--- src/rtl/mem_stage_pkg.sv ---
// Shared core definitions for the memory stage: access size encodings,
// exception cause codes, write-back select encodings, the stage FSM state
// type and the alignment check helper.
package mem_stage_pkg;

  localparam logic [1:0] SIZE_BYTE = 2'd0;
  localparam logic [1:0] SIZE_HALF = 2'd1;
  localparam logic [1:0] SIZE_WORD = 2'd2;

  localparam logic [3:0] ECAUSE_ILLEGAL          = 4'd2;
  localparam logic [3:0] ECAUSE_LOAD_MISALIGNED  = 4'd4;
  localparam logic [3:0] ECAUSE_STORE_MISALIGNED = 4'd6;

  localparam logic [1:0] WSEL_ALU  = 2'd0;
  localparam logic [1:0] WSEL_LOAD = 2'd1;
  localparam logic [1:0] WSEL_CSR  = 2'd2;
  localparam logic [1:0] WSEL_PC   = 2'd3;

  typedef enum logic [1:0] {
    ST_IDLE  = 2'd0,
    ST_WAIT  = 2'd1,
    ST_DONE  = 2'd2,
    ST_DRAIN = 2'd3
  } mem_state_e;

  function automatic logic is_misaligned(input logic [1:0] size, input logic [1:0] addr_lo);
    return ((size == SIZE_HALF) && addr_lo[0]) ||
           ((size == SIZE_WORD) && (addr_lo != 2'b00));
  endfunction

endpackage

--- src/rtl/mem_stage_if.sv ---
// Request/acknowledge data bus between the memory stage and the data memory.
//   master (stage): drives mem_req, mem_we, mem_addr, mem_wdata, mem_wstrb;
//                   receives mem_rdata, mem_ack.
//   slave (memory): the mirror image.
interface mem_stage_if;
  logic        mem_req;
  logic        mem_we;
  logic [31:0] mem_addr;
  logic [31:0] mem_wdata;
  logic [3:0]  mem_wstrb;
  logic [31:0] mem_rdata;
  logic        mem_ack;

  modport master (
    output mem_req, mem_we, mem_addr, mem_wdata, mem_wstrb,
    input  mem_rdata, mem_ack
  );

  modport slave (
    input  mem_req, mem_we, mem_addr, mem_wdata, mem_wstrb,
    output mem_rdata, mem_ack
  );
endinterface

--- src/rtl/mem_stage_load_align.sv ---
// Combinational load data steering: shifts the addressed byte/half down to
// bit 0 and sign- or zero-extends it. Word loads pass through untouched.
// Ports: rdata (raw bus word), off (byte offset), size, sign -> data.
module load_align
  import mem_stage_pkg::*;
(
  input  logic [31:0] rdata,
  input  logic [1:0]  off,
  input  logic [1:0]  size,
  input  logic        sign,
  output logic [31:0] data
);

  logic [31:0] shifted;

  always_comb begin
    shifted = rdata >> {off, 3'b000};
    case (size)
      SIZE_BYTE: data = sign ? {{24{shifted[7]}}, shifted[7:0]} : {24'b0, shifted[7:0]};
      SIZE_HALF: data = sign ? {{16{shifted[15]}}, shifted[15:0]} : {16'b0, shifted[15:0]};
      default:   data = rdata;
    endcase
  end

endmodule

--- src/rtl/mem_stage.sv ---
// Memory-access pipeline stage. Issues aligned load/store transactions on
// the data bus, formats load data, raises misalignment exceptions and
// registers all write-back control for the next stage.
// Ports: clk, reset (sync, active-high); execute-side *_in fields; stall,
// invalidate from the hazard unit; busy_out to the hazard unit; registered
// write-back *_out fields; bus (data bus master).
//
// state | meaning
// IDLE  | no transaction; non-memory instructions flow through in one cycle
// WAIT  | request issued, waiting for mem_ack
// DONE  | ack arrived while stalled; load data parked in the buffer
// DRAIN | instruction flushed, request still up until the slave acks
module mem_stage
  import mem_stage_pkg::*;
(
  input  logic        clk,
  input  logic        reset,

  input  logic [31:0] pc_in,
  input  logic [31:0] next_pc_in,
  input  logic [31:0] alu_data_in,
  input  logic [31:0] rs2_data_in,
  input  logic [31:0] csr_data_in,
  input  logic        branch_taken_in,
  input  logic        load_in,
  input  logic        store_in,
  input  logic [1:0]  load_store_size_in,
  input  logic        load_signed_in,
  input  logic        bypass_memory_in,
  input  logic [1:0]  write_select_in,
  input  logic [4:0]  rd_address_in,
  input  logic [11:0] csr_address_in,
  input  logic        csr_write_in,
  input  logic        mret_in,
  input  logic        wfi_in,
  input  logic        valid_in,
  input  logic [3:0]  ecause_in,
  input  logic        exception_in,

  input  logic        stall,
  input  logic        invalidate,
  output logic        busy_out,

  output logic [31:0] pc_out,
  output logic [31:0] next_pc_out,
  output logic [31:0] alu_data_out,
  output logic [31:0] csr_data_out,
  output logic [31:0] load_data_out,
  output logic        branch_taken_out,
  output logic [1:0]  write_select_out,
  output logic [4:0]  rd_address_out,
  output logic        bypass_memory_out,
  output logic [11:0] csr_address_out,
  output logic        csr_write_out,
  output logic        mret_out,
  output logic        wfi_out,
  output logic        valid_out,
  output logic [3:0]  ecause_out,
  output logic        exception_out,

  mem_stage_if.master bus
);

  mem_state_e  state, state_nx;

  logic        misaligned, mis_exc, access;
  logic        issue, req_clr, park, commit_done, upd;
  logic [3:0]  strb_nx;
  logic [31:0] wdata_nx, aligned, ld_nx;

  logic        req_q, we_q, sign_q;
  logic [31:0] addr_q, wdata_q, buf_q;
  logic [3:0]  wstrb_q;
  logic [1:0]  off_q, size_q;

  assign misaligned = is_misaligned(load_store_size_in, alu_data_in[1:0]);
  assign mis_exc    = valid_in & (load_in | store_in) & ~exception_in & misaligned;
  assign access     = valid_in & (load_in | store_in) & ~exception_in & ~misaligned;

  always_comb begin
    case (load_store_size_in)
      SIZE_BYTE: begin
        strb_nx  = 4'b0001 << alu_data_in[1:0];
        wdata_nx = {4{rs2_data_in[7:0]}};
      end
      SIZE_HALF: begin
        strb_nx  = 4'b0011 << alu_data_in[1:0];
        wdata_nx = {2{rs2_data_in[15:0]}};
      end
      default: begin
        strb_nx  = 4'b1111;
        wdata_nx = rs2_data_in;
      end
    endcase
  end

  load_align u_load_align (
    .rdata (bus.mem_rdata),
    .off   (off_q),
    .size  (size_q),
    .sign  (sign_q),
    .data  (aligned)
  );

  always_ff @(posedge clk) begin
    if (reset) state <= ST_IDLE;
    else       state <= state_nx;
  end

  always_comb begin
    state_nx    = state;
    busy_out    = 1'b0;
    issue       = 1'b0;
    req_clr     = 1'b0;
    park        = 1'b0;
    commit_done = 1'b0;
    case (state)
      ST_IDLE: begin
        busy_out = access;
        if (access && !invalidate) begin
          issue    = 1'b1;
          state_nx = ST_WAIT;
        end
      end
      ST_WAIT: begin
        busy_out = ~bus.mem_ack;
        if (bus.mem_ack) begin
          req_clr  = 1'b1;
          park     = stall & ~invalidate;
          state_nx = park ? ST_DONE : ST_IDLE;
        end else if (invalidate) begin
          state_nx = ST_DRAIN;
        end
      end
      ST_DONE: begin
        busy_out = 1'b1;
        if (invalidate) begin
          state_nx = ST_IDLE;
        end else if (!stall) begin
          commit_done = 1'b1;
          state_nx    = ST_IDLE;
        end
      end
      ST_DRAIN: begin
        busy_out = 1'b1;
        if (bus.mem_ack) begin
          req_clr  = 1'b1;
          state_nx = ST_IDLE;
        end
      end
      default: state_nx = ST_IDLE;
    endcase
  end

  always_ff @(posedge clk) begin
    if (reset) begin
      req_q   <= 1'b0;
      we_q    <= 1'b0;
      addr_q  <= '0;
      wdata_q <= '0;
      wstrb_q <= '0;
      off_q   <= '0;
      size_q  <= '0;
      sign_q  <= 1'b0;
      buf_q   <= '0;
    end else begin
      if (issue) begin
        req_q   <= 1'b1;
        we_q    <= store_in;
        addr_q  <= {alu_data_in[31:2], 2'b00};
        wdata_q <= store_in ? wdata_nx : '0;
        wstrb_q <= store_in ? strb_nx : 4'b0000;
        off_q   <= alu_data_in[1:0];
        size_q  <= load_store_size_in;
        sign_q  <= load_signed_in;
      end else if (req_clr) begin
        req_q <= 1'b0;
      end
      if (park) buf_q <= we_q ? '0 : aligned;
    end
  end

  assign bus.mem_req   = req_q;
  assign bus.mem_we    = we_q;
  assign bus.mem_addr  = addr_q;
  assign bus.mem_wdata = wdata_q;
  assign bus.mem_wstrb = wstrb_q;

  // A WAIT-state ack without stall is already covered by !busy_out; only the
  // parked DONE result needs an explicit commit.
  assign upd = (~stall & ~busy_out) | commit_done;

  always_comb begin
    ld_nx = '0;
    if (commit_done)                          ld_nx = buf_q;
    else if (state == ST_WAIT && bus.mem_ack) ld_nx = we_q ? '0 : aligned;
  end

  always_ff @(posedge clk) begin
    if (reset) begin
      pc_out            <= '0;
      next_pc_out       <= '0;
      alu_data_out      <= '0;
      csr_data_out      <= '0;
      load_data_out     <= '0;
      branch_taken_out  <= 1'b0;
      write_select_out  <= '0;
      rd_address_out    <= '0;
      bypass_memory_out <= 1'b0;
      csr_address_out   <= '0;
      csr_write_out     <= 1'b0;
      mret_out          <= 1'b0;
      wfi_out           <= 1'b0;
      valid_out         <= 1'b0;
      ecause_out        <= '0;
      exception_out     <= 1'b0;
    end else begin
      // The parked instruction was a valid access, so its commit is valid.
      valid_out <= commit_done ? 1'b1
                 : ((stall ? valid_out : (valid_in & ~busy_out)) & ~invalidate);
      if (upd) begin
        pc_out            <= pc_in;
        next_pc_out       <= next_pc_in;
        alu_data_out      <= alu_data_in;
        csr_data_out      <= csr_data_in;
        load_data_out     <= ld_nx;
        branch_taken_out  <= branch_taken_in;
        write_select_out  <= write_select_in;
        rd_address_out    <= rd_address_in;
        bypass_memory_out <= bypass_memory_in;
        csr_address_out   <= csr_address_in;
        csr_write_out     <= csr_write_in;
        mret_out          <= mret_in;
        wfi_out           <= wfi_in;
        exception_out     <= exception_in | mis_exc;
        if (exception_in)  ecause_out <= ecause_in;
        else if (mis_exc)  ecause_out <= load_in ? ECAUSE_LOAD_MISALIGNED : ECAUSE_STORE_MISALIGNED;
        else               ecause_out <= ecause_in;
      end
    end
  end

endmodule
--- src/flat_wrapper.sv ---
// flat-port wrapper written by rule: the top's interface ports become plain ports
module mem_stage_flat import mem_stage_pkg::*;
  (clk, reset, pc_in, next_pc_in, alu_data_in, rs2_data_in, csr_data_in, branch_taken_in, load_in, store_in, load_store_size_in, load_signed_in, bypass_memory_in, write_select_in, rd_address_in, csr_address_in, csr_write_in, mret_in, wfi_in, valid_in, ecause_in, exception_in, stall, invalidate, busy_out, pc_out, next_pc_out, alu_data_out, csr_data_out, load_data_out, branch_taken_out, write_select_out, rd_address_out, bypass_memory_out, csr_address_out, csr_write_out, mret_out, wfi_out, valid_out, ecause_out, exception_out, bus_mem_req, bus_mem_we, bus_mem_addr, bus_mem_wdata, bus_mem_wstrb, bus_mem_rdata, bus_mem_ack);
  mem_stage_if bus_i ();
  input  logic clk;
  input  logic reset;
  input  logic [31:0] pc_in;
  input  logic [31:0] next_pc_in;
  input  logic [31:0] alu_data_in;
  input  logic [31:0] rs2_data_in;
  input  logic [31:0] csr_data_in;
  input  logic branch_taken_in;
  input  logic load_in;
  input  logic store_in;
  input  logic [1:0] load_store_size_in;
  input  logic load_signed_in;
  input  logic bypass_memory_in;
  input  logic [1:0] write_select_in;
  input  logic [4:0] rd_address_in;
  input  logic [11:0] csr_address_in;
  input  logic csr_write_in;
  input  logic mret_in;
  input  logic wfi_in;
  input  logic valid_in;
  input  logic [3:0] ecause_in;
  input  logic exception_in;
  input  logic stall;
  input  logic invalidate;
  output logic busy_out;
  output logic [31:0] pc_out;
  output logic [31:0] next_pc_out;
  output logic [31:0] alu_data_out;
  output logic [31:0] csr_data_out;
  output logic [31:0] load_data_out;
  output logic branch_taken_out;
  output logic [1:0] write_select_out;
  output logic [4:0] rd_address_out;
  output logic bypass_memory_out;
  output logic [11:0] csr_address_out;
  output logic csr_write_out;
  output logic mret_out;
  output logic wfi_out;
  output logic valid_out;
  output logic [3:0] ecause_out;
  output logic exception_out;
  output wire logic [$bits(bus_i.mem_req)-1:0] bus_mem_req;
  output wire logic [$bits(bus_i.mem_we)-1:0] bus_mem_we;
  output wire logic [$bits(bus_i.mem_addr)-1:0] bus_mem_addr;
  output wire logic [$bits(bus_i.mem_wdata)-1:0] bus_mem_wdata;
  output wire logic [$bits(bus_i.mem_wstrb)-1:0] bus_mem_wstrb;
  input wire logic [$bits(bus_i.mem_rdata)-1:0] bus_mem_rdata;
  input wire logic [$bits(bus_i.mem_ack)-1:0] bus_mem_ack;
  assign bus_mem_req = bus_i.mem_req;
  assign bus_mem_we = bus_i.mem_we;
  assign bus_mem_addr = bus_i.mem_addr;
  assign bus_mem_wdata = bus_i.mem_wdata;
  assign bus_mem_wstrb = bus_i.mem_wstrb;
  assign bus_i.mem_rdata = bus_mem_rdata;
  assign bus_i.mem_ack = bus_mem_ack;
  mem_stage u_core (.clk(clk), .reset(reset), .pc_in(pc_in), .next_pc_in(next_pc_in), .alu_data_in(alu_data_in), .rs2_data_in(rs2_data_in), .csr_data_in(csr_data_in), .branch_taken_in(branch_taken_in), .load_in(load_in), .store_in(store_in), .load_store_size_in(load_store_size_in), .load_signed_in(load_signed_in), .bypass_memory_in(bypass_memory_in), .write_select_in(write_select_in), .rd_address_in(rd_address_in), .csr_address_in(csr_address_in), .csr_write_in(csr_write_in), .mret_in(mret_in), .wfi_in(wfi_in), .valid_in(valid_in), .ecause_in(ecause_in), .exception_in(exception_in), .stall(stall), .invalidate(invalidate), .busy_out(busy_out), .pc_out(pc_out), .next_pc_out(next_pc_out), .alu_data_out(alu_data_out), .csr_data_out(csr_data_out), .load_data_out(load_data_out), .branch_taken_out(branch_taken_out), .write_select_out(write_select_out), .rd_address_out(rd_address_out), .bypass_memory_out(bypass_memory_out), .csr_address_out(csr_address_out), .csr_write_out(csr_write_out), .mret_out(mret_out), .wfi_out(wfi_out), .valid_out(valid_out), .ecause_out(ecause_out), .exception_out(exception_out), .bus(bus_i));
endmodule
--- config.mk ---
export PLATFORM = sky130hd
export DESIGN_NAME = mem_stage_flat
export DESIGN_NICKNAME = d
export VERILOG_FILES = /design/src/rtl/mem_stage_pkg.sv /design/src/rtl/mem_stage_if.sv /design/src/rtl/mem_stage_load_align.sv /design/src/rtl/mem_stage.sv /design/src/flat_wrapper.sv
export SDC_FILE = /design/constraint.sdc
export NUM_CORES = 1
export LEC_CHECK = 0
export ABC_AREA = 1
export CAP_MARGIN = 20
export CORE_AREA = 2 2 191 193
export DETAILED_ROUTE_END_ITERATION = 7
export DIE_AREA = 0 0 193 195
export PLACE_DENSITY = 0.77
export SLEW_MARGIN = 40
export SYNTH_ARGS = -nofsm -noshare
export SYNTH_HDL_FRONTEND = slang
export SYNTH_SLANG_ARGS = --single-unit
--- constraint.sdc ---
create_clock -name clk -period 2.3 [get_ports clk]
set_clock_uncertainty 0.05 [all_clocks]
set_input_delay 0.46 -clock clk [delete_from_list [all_inputs] [get_ports clk]]
set_output_delay 0.46 -clock clk [all_outputs]
set_load 0.01 [all_outputs]
### Yosys cells after proc, flatten, opt, wreduce, memory -nomap -nowiden

Cells that the tools add are included.

| word-level totals | value |
|---|---|
| bits in registers | 297 |
| input port bits | 232 |
| word-level logic and storage cells | 105 |

| cells by class | value |
|---|---|
| eq/ne operators | 10 |
| shifts and indexed selects | 3 |
| multiplexer cells | 35 |
| bitwise operators | 17 |
| reductions and logical operators | 14 |

Operators by type and width:

| cell | count |
|---|---|
| $mux 32 | 6 |
| $pmux 32 s2 | 2 |
| $shr 32x5->16 | 1 |
| $mux 2 | 8 |
| $mux 1 | 13 |
| $mux 4 | 3 |
| $and 1x1->1 | 8 |
| $pmux 2 s4 | 1 |
| $pmux 4 s2 | 1 |
| $eq 2x1->1 const B | 3 |
| $eq 2x2->1 const B | 3 |
| $logic_not 2->1 | 3 |
| $ne 3x3->1 const B | 2 |
| $not 1->1 | 6 |
| $logic_and 1x1->1 | 4 |
| $reduce_and 4->1 | 1 |
| $reduce_bool 2->1 | 2 |
| $reduce_or 2->1 | 2 |
| $shl 1x2->4 const A | 1 |
| $shl 2x2->4 const A | 1 |
| $or 1x1->1 | 3 |
| $pmux 1 s3 | 1 |
| $ne 2x1->1 const B | 1 |
| $ne 2x2->1 const B | 1 |
| 2 further kinds | 2 |

### Logic depth before layout (Yosys ltp)

Gate-level depths: netlist of run 1.

| logic depth | value |
|---|---|
| depth in word-level cells | 11 |
| gate-level depth with buffers | 11 |

### Modules after synthesis

A second synthesis of run 1 with hierarchy kept.

| second synthesis, totals | value |
|---|---|
| cells, all modules | 1993 |
| area, all modules | 14000.9 um^2 |

Modules (own cells, without submodules):

| module | times used | cells each | area an instance (um^2) |
|---|---|---|---|
| mem_stage | 1 | 1820 | 13158.9 |
| load_align | 1 | 173 | 842.1 |

### Worst setup path after synthesis of run 1

Ideal clock, no wire load.

| timing path | value |
|---|---|
| path type | input-to-reg |
| start | input port alu_data_in[0] |
| end | register u_core.addr_q[23], in the netlist u_core.bus.mem_addr[23] |
| setup time | 116 ps |
| arrival | 1598 ps |
| required time | 2134 ps |
| slack | 536 ps |
| stages | 10 |
| path through | inv_1 > nand2_1 > nand2_1 > nand4_1 > nor2_4 > inv_4 > buf_4 > buf_2 > nor2_1 > nor2_1 |

| between the ends | value |
|---|---|
| cells in the longest elaborated chain, start to end | 8 |
| elaborated cells on any way between the ends | 9 |
| classes of those cells | 2 x mux; 2 x bitwise; 5 x reduce/logical |

Ends and longest elaborated chain:

| element | line | text |
|---|---|---|
| start, declared | flat_wrapper.sv:9 | `input logic [31:0] alu_data_in;` |
| $reduce_bool 2->1 | mem_stage_pkg.sv:28 | `((size == SIZE_WORD) && (addr_lo != 2'b00));` |
| $logic_and 1x1->1 | mem_stage_pkg.sv:28 |  |
| $logic_or 1x1->1 (*) | mem_stage_pkg.sv:27 | `return ((size == SIZE_HALF) && addr_lo[0]) \|\|` |
| $not 1->1 (*) | mem_stage.sv:78 | `assign access = valid_in & (load_in \| store_in) & ~exception_in & ~misaligned;` |
| $and 1x1->1 (*) | mem_stage.sv:78 |  |
| $logic_and 1x1->1 (*) | mem_stage.sv:120 | `if (access && !invalidate) begin` |
| $mux 1 (*) | mem_stage.sv:120 |  |
| $mux 1 (*) | mem_stage.sv:117 | `case (state)` |
| end signal, assigned | mem_stage.sv:170 | `addr_q <= {alu_data_in[31:2], 2'b00};` |
| end, declared | mem_stage.sv:72 | `logic [31:0] addr_q, wdata_q, buf_q;` |

Mark *: on every way between the ends. The rest lies on a longest branch, timed or not.
A chain may end at the register's enable or synchronous reset.

### Final worst setup path of run 1

| timing path | value |
|---|---|
| start | input port store_in |
| end | output port busy_out |

| between the ends | value |
|---|---|
| cells in the longest elaborated chain, start to end | 5 |

Ends and longest elaborated chain:

| element | line | text |
|---|---|---|
| start, declared | flat_wrapper.sv:14 | `input logic store_in;` |
| $or 1x1->1 | mem_stage.sv:78 |  |
| $and 1x1->1 (3 in a row) | mem_stage.sv:78 |  |
| $pmux 1 s3 | mem_stage.sv:117 |  |
| end, declared | flat_wrapper.sv:29 | `output logic busy_out;` |

Every way passes these cells.

==> results.txt, run 1 <==
Initial antenna violation count: 0. The design draws 13.16 mW. Port buffer count: 490. The tools report the remaining number of nets flagged by the antenna check after routing as 0.

In the routed design, unresolved DRC markers number 0. The share of post-route cells with drive strength above 1 was 0.07521. The filler cells instantiated in the layout total 3262. Using the TritonRoute via totals, the vias-per-cell ratio works out to 4.883. The worst setup path is of the primary input to output pin kind. The run finished with clean final reports. The critical-path cell with the highest stage delay was sky130_fd_sc_hd__clkdlybuf4s50_1.

The period utilization is 0.9572. In this run the worst path has a maximum fanout of 2. The via count of the first global-routing pass came out at 12530. Synthesis inferred 297 register bits.

The run gives 1.79 ns as the required time at the worst-slack endpoint. Buffering stage count on the worst path with inverters included: 2. The vertical extent of the die is 195 um, and the netlist area before placement is 0.01187 sq mm. The area after detailed placement was 0.01778 sq mm. On the worst path, the slowest cell contributes a delay of 0.51 ns.

After layout, the minimum clock period comes to 2.201 ns. In this run the worst hold path is classified as primary input to flop. The most used flip-flop cell after synthesis is sky130_fd_sc_hd__dfxtp_1. The number of antenna diodes in the final layout is 0.

The congestion estimate from routability-driven global placement came to 0.9233. The half-perimeter wire length of the detailed placement result is 32980 um. The clock passes through at most 3 buffers.

The synthesized instance count was 1673. The flop-to-flop setup slack was 0.42 ns. Row generation in the floorplan step produced 69 rows.

The tools report the via total after detailed routing as 12970. 493 I/O pins were placed. The mean instance size in the synthesized netlist was 7.097 sq um; the setup violation total in the final timing report was 0. For hold timing, the worst endpoint is u_core.csr_data_out[0]$_SDFFE_PP0P_.

Global routing finished with a remaining overflow of 0. TritonCTS built the clock tree. The first-pass GRT wire length is 68690 um, and the per-cell routed wire length is 16.93 um. The detailed router finished its first iteration with 825 violations. The routed design has 44940 um of wire.

The clock sink count is 297. The tools report the area inside the core boundary as 0.03540 sq mm. The critical path goes through clkdlybuf4s50_1 > nor2_1 > nor2_2 > nand4_2 > nand2_1 > dlygate4sd2_1. Startpoint of the most critical hold path: reset. Buffers inserted during clock tree synthesis total 31.

The deepest level of the CTS H-tree came out at 1. In this run the critical register-to-register path is launched from u_core.off_q[0]$_SDFFE_PP0P_. The hold violation total from the final report came out at 0.

The tools report the end of the worst register-to-register path as u_core.load_data_out[1]$_SDFFE_PP0P_. From synthesis to final layout, the design area changed by 59.11%. In this run the power density over the cells is 696.6 mW/mm^2. The tools report the clock tree root driver cell as sky130_fd_sc_hd__clkbuf_16. The die covers 0.03764 sq mm. The fraction of registers with async set/reset was 0.

The hold path depth works out to 4. The tools report the max-cap violation count as 0. The tools report the largest net degree at the start of global routing as 75. The number of synthesized flops with an enable pin works out to 0. The logs give 0.3355 for the initial core utilization and 0.5338 for the final standard cell utilization of the core.

The kind of end point of the critical path is an output pin. The layout net count came out at 2401. Timing would allow up to 454.2 MHz. The startpoint kind of the worst setup timing path was a primary input.

The number of max-slew violations in the final report is 0, and the path depth of the worst reg2reg path is 8. In this run the static leakage power is 7.677 nW. The portion of the post-synthesis area used by sequential elements is 0.5007.

The cell class contributing the biggest share of worst-path delay was buffers and inverters. The finished cells cover 0.01889 sq mm. The later-pin clock latency in the skew report was 0.57 ns; the total routing usage reported by global routing was 0.2301. The run gives 1.69 ns as the data arrival time at the worst-slack endpoint. Clock-pin slew was measured on the worst setup and hold paths at 0.06 ns. The logs give 0 for the number of buffers inserted for hold repair after clock tree synthesis and 626.6 uV for the worst vdd rail ir drop. The logs give 33 for the number of distinct library cell variants in the gate-level netlist after synthesis and 0 for the number of warnings printed during yosys synthesis.

In this run the horizontal extent of the chip is 193 um. The first detailed-routing pass ran for 5 iterations.
[layout by cell type, fill, tap and decap left out, drive strengths merged, types with 2 or more instances in the layout]
cell type | Yosys | routed
o2111ai | 2 | 2
nand2 | 259 | 259
clkinvlp | 0 | 3
clkbuf | 68 | 47
clkdlybuf4s50 | 0 | 488
o22ai | 6 | 6
nand3 | 48 | 48
nand4 | 2 | 2
dfxtp | 297 | 297
nor2 | 507 | 507
bufinv | 0 | 2
o221a | 2 | 2
inv | 54 | 55
conb | 1 | 2
clkinv | 2 | 7
nor3 | 7 | 7
a21oi | 110 | 110
buf | 45 | 86
o21ai | 260 | 260
[registers in the layout, indices dropped and copies added, names as in the netlist, 4 cells and up]
name                    count
u_core.csr_address_out     12
u_core.buf_q               32
u_core.alu_data_out        32
u_core.ecause_out           4
u_core.next_pc_out         32
u_core.bus.mem_wdata       32
u_core.csr_data_out        32
u_core.load_data_out       32
u_core.bus.mem_wstrb        4
u_core.pc_out              32
u_core.rd_address_out       5
u_core.bus.mem_addr        30
[cell families (layout without fill, tap and decap cells)]
kind of cell | count (synthesis) | after routing | share of synthesized area
AOI/OAI and AO/OA | 382 | 382 | 0.1636
other | 1 | 2 | 0.0003158
buffers and inverters | 169 | 689 | 0.06185
and+or+nand+nor | 824 | 824 | 0.2734
DFF | 297 | 297 | 0.5007
[worst max-delay path by stage]
stage	start	to	slack, ns	cells after the start
final	store_in	busy_out	0.1	6
after global routing	u_core.state[1]$_SDFFE_PP0P_	busy_out	-0.0002	7
after floorplan	alu_data_in[0]	u_core.bus.mem_addr[23]$_SDFFE_PP0P_	0.54	10
after CTS	u_core.state[1]$_SDFFE_PP0P_	busy_out	0.06	7
after global placement	store_in	busy_out	-0.16	6
after detailed placement	store_in	busy_out	-0.20	6
[report_power, final]
| part | internal (mW) | switching (mW) |
|---|---|---|
| registers | 5.45 | 0.164 |
| clock network | 3.11 | 2.12 |
| logic | 1.21 | 1.11 |
[through the flow]
step	setup TNS, ns	hold WS (ns)	cells	worst slack [ns]
final	0	0.3478	2655	0.09850
after global routing	-0.0001943	0.3507	2655	-0.0001943
after CTS	0	0.3328	2654	0.05842
after detailed placement	-5.046	0.4048	2596	-0.1973
after global placement	-1.299	0.3984	2596	-0.1559
after floorplan	0	0.3954	1674	0.5363
[what timing repair did]
action                     4_1_cts  5_1_grt
gates resized for setup          4        3
setup endpoints to repair        1        1
buffers inserted                 0        0
[worst min-delay path: cells and delay by family]
kind / cells / cell delay, ns
buffers and inverters: 2 / 0.28
AND/OR/NAND/NOR: 1 / 0.04
AO/OA/AOI/OAI: 1 / 0.13
[synth_stat cells, types with 2 or more instances]
master,instances,share of area
sky130_fd_sc_hd__dfxtp_1,297,0.50
sky130_fd_sc_hd__clkinv_1,2,0.00063
sky130_fd_sc_hd__inv_1,48,0.015
sky130_fd_sc_hd__o2111ai_1,2,0.0015
sky130_fd_sc_hd__a21oi_1,110,0.046
sky130_fd_sc_hd__o22ai_1,6,0.0032
sky130_fd_sc_hd__buf_2,27,0.011
sky130_fd_sc_hd__buf_4,17,0.011
sky130_fd_sc_hd__o21ai_1,102,0.043
sky130_fd_sc_hd__clkbuf_1,68,0.021
sky130_fd_sc_hd__nor3_1,6,0.0025
sky130_fd_sc_hd__nand3_2,2,0.0017
sky130_fd_sc_hd__nor2_1,504,0.16
sky130_fd_sc_hd__nand3_1,45,0.019
sky130_fd_sc_hd__o21ai_0,158,0.067
sky130_fd_sc_hd__o221a_2,2,0.0019
sky130_fd_sc_hd__nand2_1,257,0.081
sky130_fd_sc_hd__inv_2,5,0.0016
[area by class of cell]
cell class                      instances  area (sq um)  area share
Tap cell                              461         576.8     0.03053
Sequential cell                       297          5951      0.3150
Timing Repair Buffer                  575          5849      0.3096
Clock buffer                           47         965.9     0.05113
Multi-Input combinational cell       1208          5214      0.2760
Clock inverter                         11         116.4    0.006159
Inverter                               56         220.2     0.01166
[routing by layer]
metal	share of wire	global-route usage	vias up
li1	-	-	6359
met1	0.39	0.2764	5960
met2	0.49	0.4002	547
met3	0.080	0.04745	99
met4	0.039	0.08866	0
met5	0	0	-
Power figures use the tool's default switching activity.
==> inputs of run 2 (changes only) <==
--- a/config.mk
+++ b/config.mk
@@ -9,5 +9,5 @@
 export CAP_MARGIN = 20
-export CORE_AREA = 2 2 191 193
+export CORE_AREA = 2 2 192 194
 export DETAILED_ROUTE_END_ITERATION = 7
-export DIE_AREA = 0 0 193 195
+export DIE_AREA = 0 0 194 196
 export PLACE_DENSITY = 0.77
==> constraint.sdc (replaced) <==
create_clock -name clk -period 2.3 [get_ports clk]
set_clock_uncertainty 0.05 [all_clocks]
set_input_delay 0.575 -clock clk [delete_from_list [all_inputs] [get_ports clk]]
set_output_delay 0.575 -clock clk [all_outputs]
set_load 0.01 [all_outputs]
==> run 2 against run 1 <==
  * Sequential share of layout area shrank 0.47 points
  * Non-clock buffer count rose by 17
  * Clock-buffer cell count grew 8
  * Combinational power about the same
  * Die area is 1.0% higher
  * Setup slack worse by 0.025 ns
  * Core utilization decreased by 0.26 points
  * Sequential power barely moved
  * Via count up 2.3%
  * Hold slack better by 0.065 ns
  * Critical path type is now primary input to flop
  * Largest cell class is now buffers
==> results.txt, run 2 (synthesis results as in run 1) <==
STA classifies the critical path startpoint as a primary input. After detailed routing, the number of remaining DRC violations is 0. In this run the static leakage power is 7.840 nW. The data arrival time at the worst-slack endpoint was 2.62 ns.

The run finished with clean final reports. The vertical extent of the die is 196 um, and the measured slew at the worst slew-check pin is 0.5651 ns. The aggregate global routing overflow came out at 0. Timing would allow up to 449.0 MHz. The via count of the first global-routing pass was 13050; the violation count after the first detailed-routing iteration was 809. The path class of the tightest hold or removal check is flop to flop. The later-pin clock latency in the skew report is 0.51 ns, and the largest fanout of any net on the critical path is 7.

The required time at the worst-slack endpoint is 2.70 ns. The clock tree root driver cell was sky130_fd_sc_hd__clkbuf_16. For this design the top-level I/O count stands at 493. The initial core utilization was 0.3291; the headroom to the max-slew limit was 0.6207. The routed design could run at a clock period as short as 2.227 ns. The layout net count came out at 2421. At the end of routability-driven placement, the weighted congestion stood at 0.9231. On the critical path, the stage with the largest delay is an instance of sky130_fd_sc_hd__dlygate4sd2_1. After detailed routing, the average wire length per cell comes to 17.43 um.

The number of max-slew violations in the final report is 0. Leaving out fill and tap cells, the most frequent cell in the layout is sky130_fd_sc_hd__nor2_1. In this run the power density over the cells is 707.8 mW/mm^2.

From left edge to right edge, the die measures 194 um. The largest buffer count on any clock path was 3. The port buffer count works out to 490. The share of post-route cells with drive strength above 1 is 0.08450, and the remaining number of nets flagged by the antenna check after routing is 0. Counting the fill cells in the layout gives 3292. Area growth from synthesis to layout: 61.42%. The first TritonRoute pass finished after 5 iterations.

The run gives 0.2282 as the total routing usage reported by global routing. After floorplanning, the core was divided into 70 placement rows. The number of antenna diodes in the final layout is 0.

Traced cell by cell, the critical path runs through dlygate4sd2_1 > inv_1 > nand2_2 > nand2_2 > buf_4 > buf_4 > buf_4 > buf_4 > nand4_1 > nor2_4 > clkinv_4 > nor2_8 > clkbuf_16 > nand2_1 > a21oi_2. After routing, the total negative slack on setup checks comes to 0 ns. The period utilization was 0.9683; the average via count per standard cell was 4.947. The top cell types in the final layout, fill and taps aside, are sky130_fd_sc_hd__nor2_1, sky130_fd_sc_hd__clkdlybuf4s50_1, sky130_fd_sc_hd__dfxtp_1. The clock edge transition at the registers on the reported setup and hold paths was 0.06 ns; the worst hold-check slack was 0.4127 ns. The H-tree was split into 2 levels.

The half-perimeter wire length of the detailed placement result was 32980 um; the die area was 0.03802 sq mm. For the largest net degree at the start of global routing, the log shows 87. The logs give 0 for the initial antenna violation count and 297 for the clock sink count.

The delay contributed by the slowest stage of the critical path was 0.26 ns. After clock tree synthesis, the flow added hold-fix buffers numbering 0. The first global-routing pass estimated 69770 um of wire. For the hold violation total from the final report, the log shows 0. The tools report the setup violation total in the final timing report as 0. The total clock buffers created by CTS came out at 34. TritonCTS built the clock tree. The via total after detailed routing is 13260. In this design, the critical path's most frequently occurring cell is sky130_fd_sc_hd__buf_4.

Across the VDD grid, the largest voltage drop is 573.4 uV. The core region is 0.03608 sq mm. The routed wire length was 46730 um. The tools report the max-cap violation count as 0.

The critical setup path kind was primary input to flop. The tools report the kind of end point of the critical path as a flop.
## run 2: timing repair
| action | 4_1_cts | 5_1_grt |
|---|---|---|
| pin swaps | 2 | 7 |
| gates resized for setup | 7 | 31 |
| setup endpoints to repair | 1 | 70 |
| setup buffers | 4 | 6 |
| gates cloned | 0 | 5 |
## run 2: worst paths after layout
path                                         startpoint                                    end  cells after the start  slack, ns
setup / recovery                         alu_data_in[1]  u_core.bus.mem_wdata[29]$_SDFFE_PP0P_                     15       0.07
setup reg to reg           u_core.state[1]$_SDFFE_PP0P_      u_core.exception_out$_SDFFE_PP0P_                     10       0.43
hold / removal    u_core.bus.mem_wdata[30]$_SDFFE_PP0P_  u_core.bus.mem_wdata[30]$_SDFFE_PP0P_                      2       0.41
hold reg to reg   u_core.bus.mem_wdata[30]$_SDFFE_PP0P_  u_core.bus.mem_wdata[30]$_SDFFE_PP0P_                      2       0.41
## run 2: layout make-up
class,instances,area (sq um),area share
clock buffers,55,1124,0.05862
clock inverters,5,55.05,0.002872
inverters,56,222.7,0.01162
multi-input cells,1208,5230,0.2729
flip-flops and latches,297,5947,0.3103
well taps,468,585.6,0.03055
repair buffers,592,6003,0.3132
## run 2: power breakdown
group	total, mW	internal (mW)	switching, mW
clock	5.60	3.45	2.15
sequential	5.62	5.45	0.169
combinational	2.35	1.22	1.13
## run 2: metrics by stage
| step | total power [mW] | std cells | cell area, sq um | util | worst slack [ns] |
|---|---|---|---|---|---|
| floorplan | 6.576 | 1674 | 11880 | - | 0.4213 |
| global placement | 7.981 | 2606 | 17760 | 0.4922 | -0.3641 |
| detailed placement | 8.020 | 2606 | 17760 | 0.4922 | -0.3670 |
| CTS | 13.64 | 2670 | 18980 | 0.5259 | -0.01968 |
| global route | 14.04 | 2681 | 19170 | 0.5312 | -0.003203 |
| finish | 13.57 | 2681 | 19170 | 0.5312 | 0.07300 |
## run 2: routing by layer
metal	global-route usage	vias up	routed length (um)	part of all wire
li1	-	6408	-	-
met1	0.2696	6136	18710	0.40
met2	0.3875	602	22290	0.48
met3	0.05965	117	3807	0.081
met4	0.1061	0	1924	0.041
met5	0	-	0	0
## run 2: critical path, delay by kind of cell
family                 cells  cell delay, ns
and+or+nand+nor            6            0.84
AOI/OAI and AO/OA          1            0.14
buffers and inverters      8            1.07
